[src/rtl/game_timer.sv]
// -----------------------------------------------------------------------------
// game_timer
//
// Round clock for the game. It counts an m:ss value down from a configured
// start value while the game FSM reports PLAY. It takes the one-second and
// half-second ticks from the tick generator and drives:
//   - BCD digits for the 7-segment display
//   - a low-time blink flag
//   - end-of-round indications for the top-level FSM
//
// Optional feature, enabled by defining GAME_TIMER_BONUS_EN:
//   - Adds an add_bonus input.
//   - A rising edge of add_bonus while running and not paused adds five
//     seconds. The result saturates at 9:59.
//
// Parameters:
//   START_MIN  start minutes digit (0-9)
//   START_SEC  start seconds (0-59)
//   WARN_SEC   remaining seconds at or below which warn_blink toggles (1-59)
//
// Ports:
//   clk                in   system clock
//   rst                in   asynchronous active-high reset
//   state[1:0]         in   game state, 2'b01 = PLAY
//   pause              in   game paused; ticks and bonus ignored while high
//   one_second_enable  in   one-second tick (level, acted on at rising edge)
//   half_second        in   half-second tick (level, acted on at rising edge)
//   add_bonus          in   +5 s request (only with GAME_TIMER_BONUS_EN)
//   min_bcd[3:0]       out  minutes digit
//   sec_tens[3:0]      out  seconds tens digit (0-5)
//   sec_ones[3:0]      out  seconds ones digit (0-9)
//   running            out  high while counting (RUN)
//   time_up            out  high while the round is over (EXPIRED)
//   time_up_pulse      out  one-cycle strobe on entering EXPIRED
//   warn_blink         out  low-time blink flag
// -----------------------------------------------------------------------------
module game_timer #(
  parameter int START_MIN = 1,
  parameter int START_SEC = 0,
  parameter int WARN_SEC  = 10
) (
  input  logic       clk,
  input  logic       rst,
  input  logic [1:0] state,
  input  logic       pause,
  input  logic       one_second_enable,
  input  logic       half_second,
`ifdef GAME_TIMER_BONUS_EN
  input  logic       add_bonus,
`endif
  output logic [3:0] min_bcd,
  output logic [3:0] sec_tens,
  output logic [3:0] sec_ones,
  output logic       running,
  output logic       time_up,
  output logic       time_up_pulse,
  output logic       warn_blink
);

  localparam logic [1:0]  PLAY         = 2'b01;
  localparam logic [3:0]  START_MIN_C  = 4'(START_MIN);
  localparam logic [3:0]  START_TENS_C = 4'(START_SEC / 10);
  localparam logic [3:0]  START_ONES_C = 4'(START_SEC % 10);
  localparam logic [11:0] START_DIGITS = {START_MIN_C, START_TENS_C, START_ONES_C};
  localparam logic [11:0] ZERO_DIGITS  = 12'h000;
  localparam bit          START_ZERO   = (START_MIN == 0) && (START_SEC == 0);
  localparam logic [9:0]  WARN_C       = 10'(WARN_SEC);

  typedef enum logic [1:0] {
    S_IDLE    = 2'd0,
    S_RUN     = 2'd1,
    S_EXPIRED = 2'd2
  } fsm_e;

  fsm_e        state_q, state_d;
  // Digits packed as {minutes, seconds tens, seconds ones}.
  logic [11:0] digits_q, digits_d;
  logic        running_q, running_d;
  logic        time_up_q, time_up_d;
  logic        pulse_q, pulse_d;
  logic        warn_q, warn_d;
  logic        tick_prev_q, half_prev_q;

  logic        tick_rise;
  logic        half_rise;
  logic        play;
  logic        dec_fire;
  logic [9:0]  rem_sec;

  // One-second decrement with BCD borrow.
  // The caller guarantees the input is not 0:00.
  function automatic logic [11:0] bcd_dec(input logic [11:0] d);
    logic [3:0] m, t, o;
    m = d[11:8];
    t = d[7:4];
    o = d[3:0];
    if (o != 4'd0) begin
      o = o - 4'd1;
    end else begin
      o = 4'd9;
      if (t != 4'd0) begin
        t = t - 4'd1;
      end else begin
        t = 4'd5;
        m = m - 4'd1;
      end
    end
    return {m, t, o};
  endfunction

`ifdef GAME_TIMER_BONUS_EN
  localparam logic [9:0]  MAX_SEC    = 10'd599;
  localparam logic [11:0] MAX_DIGITS = 12'h959;

  logic bonus_prev_q;
  logic bonus_rise;

  // BCD add of a small amount (at most 5), so at most one carry per digit.
  // Saturation is decided on the binary total to avoid a minutes overflow.
  function automatic logic [11:0] bcd_add(input logic [11:0] d,
                                          input logic [2:0]  amt,
                                          input logic [9:0]  total);
    logic [3:0] m, t, o;
    logic [4:0] o_sum;
    if (total + 10'(amt) > MAX_SEC) begin
      return MAX_DIGITS;
    end
    m     = d[11:8];
    t     = d[7:4];
    o_sum = 5'(d[3:0]) + 5'(amt);
    if (o_sum >= 5'd10) begin
      o = 4'(o_sum - 5'd10);
      if (t == 4'd5) begin
        t = 4'd0;
        m = m + 4'd1;
      end else begin
        t = t + 4'd1;
      end
    end else begin
      o = 4'(o_sum);
    end
    return {m, t, o};
  endfunction

  assign bonus_rise = add_bonus & ~bonus_prev_q;

  always_ff @(posedge clk or posedge rst) begin
    if (rst) begin
      bonus_prev_q <= 1'b0;
    end else begin
      bonus_prev_q <= add_bonus;
    end
  end

  // A bonus coinciding with a tick is folded into a single +4 add.
  assign dec_fire = tick_rise & ~bonus_rise & (digits_q != ZERO_DIGITS);
`else
  assign dec_fire = tick_rise & (digits_q != ZERO_DIGITS);
`endif

  // Ticks are levels that may stay high for many cycles; only edges count.
  assign tick_rise = one_second_enable & ~tick_prev_q;
  assign half_rise = half_second & ~half_prev_q;
  assign play      = (state == PLAY);

  assign rem_sec = 10'(digits_q[11:8]) * 10'd60
                 + 10'(digits_q[7:4])  * 10'd10
                 + 10'(digits_q[3:0]);

  // FSM state register.
  always_ff @(posedge clk or posedge rst) begin
    if (rst) begin
      state_q <= S_IDLE;
    end else begin
      state_q <= state_d;
    end
  end

  // Next-state and digit logic.
  always_comb begin
    state_d  = state_q;
    digits_d = digits_q;
    case (state_q)
      S_IDLE: begin
        digits_d = START_DIGITS;
        if (play) begin
          state_d = START_ZERO ? S_EXPIRED : S_RUN;
        end
      end
      S_RUN: begin
        if (!play) begin
          // Leaving PLAY wins over any tick on the same edge.
          state_d  = S_IDLE;
          digits_d = START_DIGITS;
        end else if (!pause) begin
          if (dec_fire) begin
            digits_d = bcd_dec(digits_q);
            if (digits_d == ZERO_DIGITS) begin
              state_d = S_EXPIRED;
            end
          end
`ifdef GAME_TIMER_BONUS_EN
          if (bonus_rise) begin
            digits_d = bcd_add(digits_q, tick_rise ? 3'd4 : 3'd5, rem_sec);
          end
`endif
        end
      end
      S_EXPIRED: begin
        digits_d = ZERO_DIGITS;
        if (!play) begin
          state_d  = S_IDLE;
          digits_d = START_DIGITS;
        end
      end
      default: begin
        state_d  = S_IDLE;
        digits_d = START_DIGITS;
      end
    endcase
  end

  // Output logic.
  // Outputs are registered, so each value is derived from the state being
  // entered on this edge.
  always_comb begin
    running_d = (state_d == S_RUN);
    time_up_d = (state_d == S_EXPIRED);
    pulse_d   = (state_d == S_EXPIRED) && (state_q != S_EXPIRED);
    warn_d    = 1'b0;
    case (state_d)
      S_RUN: begin
        if ((state_q == S_RUN) && (rem_sec <= WARN_C) && !pause) begin
          warn_d = half_rise ? ~warn_q : warn_q;
        end
      end
      S_EXPIRED: warn_d = 1'b1;
      default:   warn_d = 1'b0;
    endcase
  end

  always_ff @(posedge clk or posedge rst) begin
    if (rst) begin
      digits_q    <= START_DIGITS;
      running_q   <= 1'b0;
      time_up_q   <= 1'b0;
      pulse_q     <= 1'b0;
      warn_q      <= 1'b0;
      tick_prev_q <= 1'b0;
      half_prev_q <= 1'b0;
    end else begin
      digits_q    <= digits_d;
      running_q   <= running_d;
      time_up_q   <= time_up_d;
      pulse_q     <= pulse_d;
      warn_q      <= warn_d;
      tick_prev_q <= one_second_enable;
      half_prev_q <= half_second;
    end
  end

  assign min_bcd       = digits_q[11:8];
  assign sec_tens      = digits_q[7:4];
  assign sec_ones      = digits_q[3:0];
  assign running       = running_q;
  assign time_up       = time_up_q;
  assign time_up_pulse = pulse_q;
  assign warn_blink    = warn_q;

endmodule

[config.mk]
export PLATFORM = sky130hd
export DESIGN_NAME = game_timer
export DESIGN_NICKNAME = d
export VERILOG_FILES = /design/src/rtl/game_timer.sv
export SDC_FILE = /design/constraint.sdc
export NUM_CORES = 1
export LEC_CHECK = 0
export ABC_AREA = 0
export CORE_UTILIZATION = 50
export CTS_BUF_LIST = sky130_fd_sc_hd__clkbuf_4
export CTS_CLUSTER_SIZE = 28
export DETAILED_ROUTE_END_ITERATION = 6
export PLACE_DENSITY = 0.75
export SETUP_SLACK_MARGIN = 0.4
export SLEW_MARGIN = 25
export SYNTH_ARGS = -nofsm -noshare
export SYNTH_HDL_FRONTEND = slang
export SYNTH_SLANG_ARGS = --single-unit
[constraint.sdc]
create_clock -name clk -period 4.46 [get_ports clk]
set_clock_uncertainty 0.2 [all_clocks]
set_input_delay 0.892 -clock clk [delete_from_list [all_inputs] [get_ports clk]]
set_output_delay 0.892 -clock clk [all_outputs]
set_load 0.005 [all_outputs]
; ---- Yosys cells after proc, flatten, opt, wreduce, memory -nomap -nowiden
; Index checks and enable logic that the tools add are counted.
[op_classes]
order_cmp = 1
eq_ne = 9
bitwise_logic = 6
n_addsub = 5
muxes = 32
mul = 2
reduce_logical = 10
[op_table]
columns = operator, count
row1 = $mux W4, 17
row2 = $mux W12, 3
row3 = $pmux W12 S2, 1
row4 = $logic_not A12 Y1, 1
row5 = $mux W2, 6
row6 = $reduce_bool A12 Y1, 1
row7 = $sub A4 B1 Y4 const B, 3
row8 = $add A10 B4 Y10, 1
row9 = $add A10 B8 Y10, 1
row10 = $le A10 B4 Y1 const B, 1
row11 = $mux W9, 1
row12 = $ne A3 B3 Y1 const B, 3
row13 = $mul A4 B4 Y8 const B, 1
row14 = $reduce_bool A4 Y1, 2
row15 = $mul A4 B3 Y7 const B, 1
row16 = $eq A2 B1 Y1 const B, 3
row17 = $pmux W2 S3, 1
row18 = $eq A2 B2 Y1 const B, 2
row19 = $and A1 B1 Y1, 3
row20 = $logic_and A1 B1 Y1, 3
row21 = $not A1 Y1, 3
row22 = $logic_not A2 Y1, 1
row23 = $mux W1, 2
row24 = $ne A2 B2 Y1 const B, 1
row25 = other kinds (3), 3
[totals]
word_cells = 73
input_bits = 7
register_bits = 20
output_inout_bits = 16

; ---- Depth between registers and ports, before layout
[logic_depth]
word_depth = 15
mapped_depth = 17
ltp_nobuf = 17

; ---- Worst setup path after synthesis
; No wires, ideal clock.
[synth_timing]
path_type = flip-flop to flip-flop
start = register digits_q[8]
end = register warn_q (netlist: warn_blink)
stages_incl_launch_ff = 15
required_time_ns = 4.139
arrival_ns = 4.022
path_buffers = 0
path_slack_ns = 0.117
cell_sequence = dfstp_2 -> fa_1 -> fa_1 -> inv_1 -> fa_1 -> xnor2_1 -> ha_1 -> ha_1 -> a21oi_1 -> nand2_2 -> or3_1 -> a2111oi_2 -> o21ai_1 -> mux2i_1 -> o21ai_1
[synth_between]
elab_chain_len = 15
word_cells_on_any_way = 26
classes_between = add/sub: 3 / mul: 1 / order compare: 1 / eq/ne: 3 / mux: 13 / bitwise: 1 / reduce/logical: 4
[synth_lines]
columns = item, line_no
row1 = from (decl), 77  ; logic [11:0] digits_q, digits_d;
row2 = from (signal assigned), 252  ; digits_q <= digits_d;
row3 = "parallel branches: the longest is 15 deep, another holds $add A10 B8 Y10", --
row4 = to (signal assigned), 256  ; warn_q <= warn_d;
row5 = to (decl), 81  ; logic warn_q, warn_d;
; Several ways; the timed one is not identified. The select of a mux whose other input is x is not followed.
; A chain may end at the register's enable or synchronous reset.

; ---- Worst setup path after layout
; Same ends and word-level chain as after synthesis.

==> results.py <==
metrics = {
    "cts": {
        "cts_setup_buffers": 0,
        "clk_path_buf_depth": 2,
        "cts_inserted_buffers": 3,
        "cts_tree": "built",
        "hold_buffers": 0,
        "htree_levels": 1,
        "clkTransAtPathRegs_ns": 0.12,
        "cts.sinks": 20,
        "cts-root-buf": "clkbuf_4",
        "insertion_delay_ns": 0.30,
    },
    "run": {
        "drv_cap": 0,
    },
    "detailed_routing": {
        "ant_nets": 0,
        "via_per_inst": 5.520,
        "detail_route.first_pass.iterations": 4,
        "vias": 1645,
        "drt_wl_total_um": 4243,
        "drc": 0,
        "wl_per_cell_um": 14.24,
        "drt_iter0_markers": 49,
    },
    "placed_design": {
        "place.gp.congestion": 0.8647,
        "io_buffers": 22,
        "dp_hpwl_um": 3385,
    },
    "layout": {
        "antenna_cells": 0,
        "final_cell_mix": "ha_1, inv_1, clkdlybuf4s50_1",
        "layout-drive-gt1-share": 0.1129,
        "area_delta_synth_final_pct": 19.35,
        "nets": 303,
        "n_fill_cell": 336,
        "final_common_cell": "ha_1",
    },
    "synth": {
        "muxShareOfSynthArea": 0.009587,
        "ys_seq_elements": 20,
        "synth_compound_area_frac": 0.1881,
        "synthArstFlopShare": 1.000,
        "synth_xor_area_frac": 0.02936,
        "syn-num-nets": 274,
        "synth_top_flop_cell": "dfrtp_1",
        "yosys.area_share.adder": 0.3140,
        "yosysWarnings": 0,
        "syn_area_um2": 2088,
        "synth_top_family_by_area": "adder cells",
        "ys_types": 43,
        "synth_seq_area_share": 0.2403,
        "synth-edff-count": 0,
        "syn_avg_cell_area_um2": 9.492,
        "synth_cells": 220,
        "synth-simple-area-share": 0.1612,
    },
    "power_and_ir_drop": {
        "p_leak_uw": 0.001179,
        "vdd_drop_max_v": 0.0002143,
        "power_frac_seq": 0.358,
        "p_per_area_nw_per_um2": 235.3,
        "p_comb_frac": 0.490,
        "power_uw": 586.4,
        "p_int_uw": 355.0,
        "power.switching_uw": 231.4,
        "swShare": 0.3946,
        "power_frac_clock": 0.151,
    },
    "die": {
        "start_util": 0.5221,
        "die_y_um": 66.63,
        "core_area_um2": 4000,
        "rows": 23,
        "dieArea_um2": 4439,
        "pin_count": 23,
        "die_x_um": 66.63,
    },
    "worst_setup_path": {
        "cp_max_fo": 5,
        "path_cells": "fa_1, fa_1, inv_1, fa_2, xnor2_1, ha_1, ha_4, a21oi_2, nand2_2, or3_1, a2111oi_2, o21ai_1, mux2i_1, o21ai_1",
        "cpPeakStageDelay_ns": 0.56,
        "cp.arrival_ns": 4.19,
        "end_kind": "register",
        "cp.required_ns": 4.45,
        "critPathSlowestCell": "dfstp_2",
        "crit_type": "register to register",
        "cp-start-kind": "register",
    },
    "global_routing": {
        "grt.total_usage": 0.2131,
        "grt_pass1_vias": 1648,
        "antenna_found_initial": 0,
        "grt_max_degree": 21,
        "grt_pass1_wl_um": 7251,
        "grt_overflow_total": 0,
    },
    "sta": {
        "max_freq_mhz": 238.1,
        "fin_crit_sh": 0.9415,
        "hold_violations": 0,
        "slew_viol_final": 0,
        "min_period_ns": 4.199,
        "slew_headroom": 0.4604,
        "setup_tns_ns": 0,
        "rsz0062_at_grt": "yes",
        "tightest_slew_ns": 0.8085,
        "setup_viol": 0,
    },
    "hold_path": {
        "min_path_type": "register to register",
    },
    "status": {
        "outcome": "finished, final reports clean",
    },
}
[kinds of logic after synthesis]
group,count (synthesis)
muxes,2
adders and majority gates,47
buffers and inverters,27
and+or+nand+nor,59
xor gates and xnor gates,7
DFF,20
AOI/OAI and AO/OA,58
[power by group through the flow]
stage	logic, uW	registers, uW	clock network (uW)
floorplan	203	219	0
global placement	278	213	0
CTS	289	210	90.9
detailed placement	283	214	0
global route	325	213	94.7
finish	287	210	88.8
[sequential cells by signal, indices dropped and copies added (netlist names)]
name / count
time_up_pulse: 1
running: 1
digits_q: 12
state_q: 2
half_prev_q: 1
tick_prev_q: 1
warn_blink: 1
time_up: 1
[final cells by class]
cell class / count / area (um^2) / share of cell area
Clock inverter: 1 / 3.754 / 0.001506
Inverter: 24 / 90.09 / 0.03614
Sequential cell: 20 / 501.7 / 0.2013
Timing Repair Buffer: 27 / 257.7 / 0.1034
Multi-Input combinational cell: 173 / 1554 / 0.6235
Clock buffer: 3 / 22.52 / 0.009036
Tap cell: 50 / 62.56 / 0.02510
[what timing repair did]
item,in CTS,in global routing
gates resized for setup,1,0
hold endpoints to repair,0,0
pin swaps,6,0
endpoints found under the setup margin,1,1
[synthesized netlist by cell type (2+ instances only)]
cell,count,area share
a2111oi_2,2,0.014
nor2b_1,5,0.015
o21ai_0,6,0.014
nor2_1,16,0.029
nor4_1,3,0.0090
buf_6,2,0.011
or3_1,3,0.0090
nand2b_1,3,0.0090
a21boi_0,2,0.0072
o31ai_1,2,0.0072
dfrtp_1,19,0.23
inv_1,24,0.043
xnor2_1,6,0.025
a21o_1,6,0.022
a211oi_1,2,0.0072
nor3_1,2,0.0048
nor3b_1,4,0.014
ha_1,38,0.23
fa_1,9,0.086
mux2i_1,2,0.0096
nand3_1,6,0.014
nand2_1,8,0.014
o21a_1,3,0.011
o21ai_1,15,0.036
a21oi_1,12,0.029
a31oi_1,3,0.0090
[critical path: cells and delay by family, from the launching register on]
| family | cells | cell delay [ns] |
|---|---|---|
| AO/OA/AOI/OAI | 4 | 0.67 |
| XOR/XNOR | 1 | 0.14 |
| adder cells (fa/ha/maj) | 5 | 1.86 |
| buffers and inverters | 1 | 0.06 |
| flip-flops | 1 | 0.56 |
| multiplexers | 1 | 0.18 |
| AND/OR/NAND/NOR | 2 | 0.43 |
[final timing paths]
path	end	slack (ns)	cells past startpoint	startpoint
setup / recovery	warn_blink$_DFFE_PP0P_	0.26	14	digits_q[8]$_DFFE_PP1P_
hold reg to reg	digits_q[7]$_DFFE_PP0P_	0.46	1	digits_q[7]$_DFFE_PP0P_
hold / removal	digits_q[7]$_DFFE_PP0P_	0.46	1	digits_q[7]$_DFFE_PP0P_
setup reg to reg	warn_blink$_DFFE_PP0P_	0.26	14	digits_q[8]$_DFFE_PP1P_
min in group asynchronous	digits_q[7]$_DFFE_PP0P_	0.84	2	rst
max in group asynchronous	state_q[1]$_DFF_PP0_	2.72	2	rst
[per-stage QoR]
stage	util	hold slack [ns]	setup slack, ns	cells	instance area (um^2)
6_report	0.6231	0.4629	0.2608	298	2492
5_1_grt	0.6231	0.4793	0.006604	298	2492
4_1_cts	0.6231	0.4547	0.2658	298	2492
3_5_place_dp	0.6134	0.4347	0.2099	294	2454
3_3_place_gp	0.6134	0.4321	0.2946	294	2454
2_1_floorplan	-	0.3611	0.3007	220	2163
[metal layers]
metal  routed length (um)  vias up  share of wire  global-route usage
met2                 1974       28           0.47              0.3687
met4                   29        0         0.0068             0.05053
li1                     -      836              -                   -
met5                    0        -              0                   0
met3                   95        2          0.022             0.01027
met1                 2143      779           0.51              0.2900
Note: power is estimated with default switching activity, not from simulation.
==> patch (same settings) <==
Encoding of `fsm_e`: now one-hot (3 bits for 3 states).
--- a/src/rtl/game_timer.sv
+++ b/src/rtl/game_timer.sv
@@ -68,6 +68,6 @@
 
-  typedef enum logic [1:0] {
-    S_IDLE    = 2'd0,
-    S_RUN     = 2'd1,
-    S_EXPIRED = 2'd2
+  typedef enum logic [2:0] {
+    S_IDLE    = 3'b001,
+    S_RUN     = 3'b010,
+    S_EXPIRED = 3'b100
   } fsm_e;
Formal check against the unedited RTL: same outputs for any inputs over 10 cycles, from zero or initial values and one cycle with rst high; not proved beyond that.
==> patch against the unedited design <==
  * Area after synthesis barely moved
  * Worst setup slack improved by 0.069 ns
  * Sequential share of layout area rose by 1.2 points
  * Sequential cell count up 1
  * Final area is 0.65% lower
  * Highest routed layer unchanged
  * Routed wire length rose by 10%
Power is not compared: it rests on default switching activity, and its combinational part moved more than twofold at a synthesized area within 25%.
==> patch: results (changes against the unedited design) <==
| Metric | Value |
|---|---|
| WL final | 4680 um (+10%) |
| Pin count of the biggest net entering global routing | 22 (+4.8%) |
| Leak pwr | approximately 1.2 nW |
| Reg2reg path depth | 12 (-2) |
| Actual slew at the worst max-slew pin | 0.791 ns (-0.0175 ns) |
| ANT cells | 0 (unchanged) |
| DR vias/cell | 5.84 (+5.7%) |
| Hold WC Path Type | register to register |
| Estimated wirelength of the detail-placed design | 3650 um (+7.9%) |
| Hold depth | 2 (+1) |
| Max incr delay on CP | 0.56 ns (about the same) |
| Crit-path max FO | 6 (+1) |
| First-pass GRT wire length | 7960 um (+9.8%) |
| Critical path arrival | 4.18 ns (about the same) |
| RD Place Congestion | 0.841 (-2.7%) |
| Top cells by area, synth | dfrtp_1 23%, ha_1 19%, fa_1 8.6%, a21oi_1 4.3%, inv_1 4.0% |
| Status | finished, final reports clean |
| Iteration-0 DRC Markers | 89 (+82%) |
| H-tree levels | 1 (unchanged) |
| Sequential-to-total area share from yosys stat | 0.253 (+0.0124) |
| Vias in the first global route | 1744 (+5.8%) |
| Nets | 297 (-2.0%) |
| Placed standard-cell area | 2420 sq um (-1.4%) |
| All-Layer GR Usage | 0.237 (+0.0243) |
| Post-synth cell types | 54 (+26%) |
| Synth top cells by count | 32 x ha_1, 22 x inv_1, 19 x dfrtp_1 |
| Synth Net Count | 267 (-2.6%) |
| Layout cells sized above 1 | 0.125 (+0.0121) |
| Top Registers | digits_q x12, state_q x3 |
| IO Port Bufs | 22 (unchanged) |
-- patch: critical path, delay by kind of cell (launching register included) --
kind                     cells  cell delay [ns]
adder cells (fa/ha/maj)      5             2.01
XOR/XNOR                     1             0.16
flip-flops                   1             0.56
AO/OA/AOI/OAI                2             0.55
AND/OR/NAND/NOR              3             0.53
buffers and inverters        1             0.06
-- patch: final timing paths --
kind                              from     endpoint  slack (ns)
hold reg to reg             warn_blink   warn_blink        0.40
setup / recovery           digits_q[8]   warn_blink        0.33
min in group asynchronous          rst   state_q[1]        0.81
hold / removal              warn_blink   warn_blink        0.40
max in group asynchronous          rst  digits_q[9]        2.71
setup reg to reg           digits_q[8]   warn_blink        0.33
-- patch: logic make-up (layout without fill, tap and decap cells) --
logic type | after synthesis | after routing | synth area share
adders and majority gates | 41 | 41 | 0.278
muxes | 1 | 1 | 0.00479
and+or+nand+nor | 57 | 57 | 0.158
buffers and inverters | 26 | 55 | 0.0503
AOI/OAI and AO/OA | 62 | 62 | 0.210
DFF | 21 | 21 | 0.253
xor gates and xnor gates | 11 | 11 | 0.0461
-- patch: metal layers --
metal  GRT usage  part of all wire  up-vias
met5           0                 0        -
met4      0.0771             0.021        0
met3      0.0291             0.026       13
met2       0.402              0.46       38
met1       0.311              0.49      830
li1            -                 -      858
-- patch: power breakdown --
group / leakage (nW) / switching [mW] / internal (mW)
Clock: 0.0177 / 0.0612 / 0.0336
Sequential: 0.279 / 0.00117 / 0.193
Combinational: 0.870 / 0.0138 / 0.0128
Total: 1.17 / 0.0762 / 0.240
-- patch: what timing repair did --
item | CTS | global route
endpoints found under the hold margin | 0 | 0
setup buffers | 1 | 0
resized for setup | 5 | 1
pin swaps | 4 | 2
hold buffers | 0 | 0
setup endpoints to repair | 1 | 1
-- patch: layout make-up --
cell class,count,area (sq um)
Fill cell,355,1520
Multi-Input combinational cell,172,1500
Sequential cell,21,529
Timing Repair Buffer,29,273
Inverter,22,82.6
Tap cell,50,62.6
Clock buffer,3,22.5
Clock inverter,1,5.00
-- patch: stage by stage --
| step | setup WS, ns | cells | util | total power [mW] |
|---|---|---|---|---|
| 6_report | 0.330 | 298 | 0.619 | 0.316 |
| 5_1_grt | 0.126 | 298 | 0.619 | 0.328 |
| 4_1_cts | 0.299 | 298 | 0.617 | 0.318 |
| 3_5_place_dp | 0.175 | 293 | 0.605 | 0.225 |
| 3_3_place_gp | 0.342 | 293 | 0.605 | 0.225 |
| 2_1_floorplan | 0.390 | 219 | - | 0.214 |
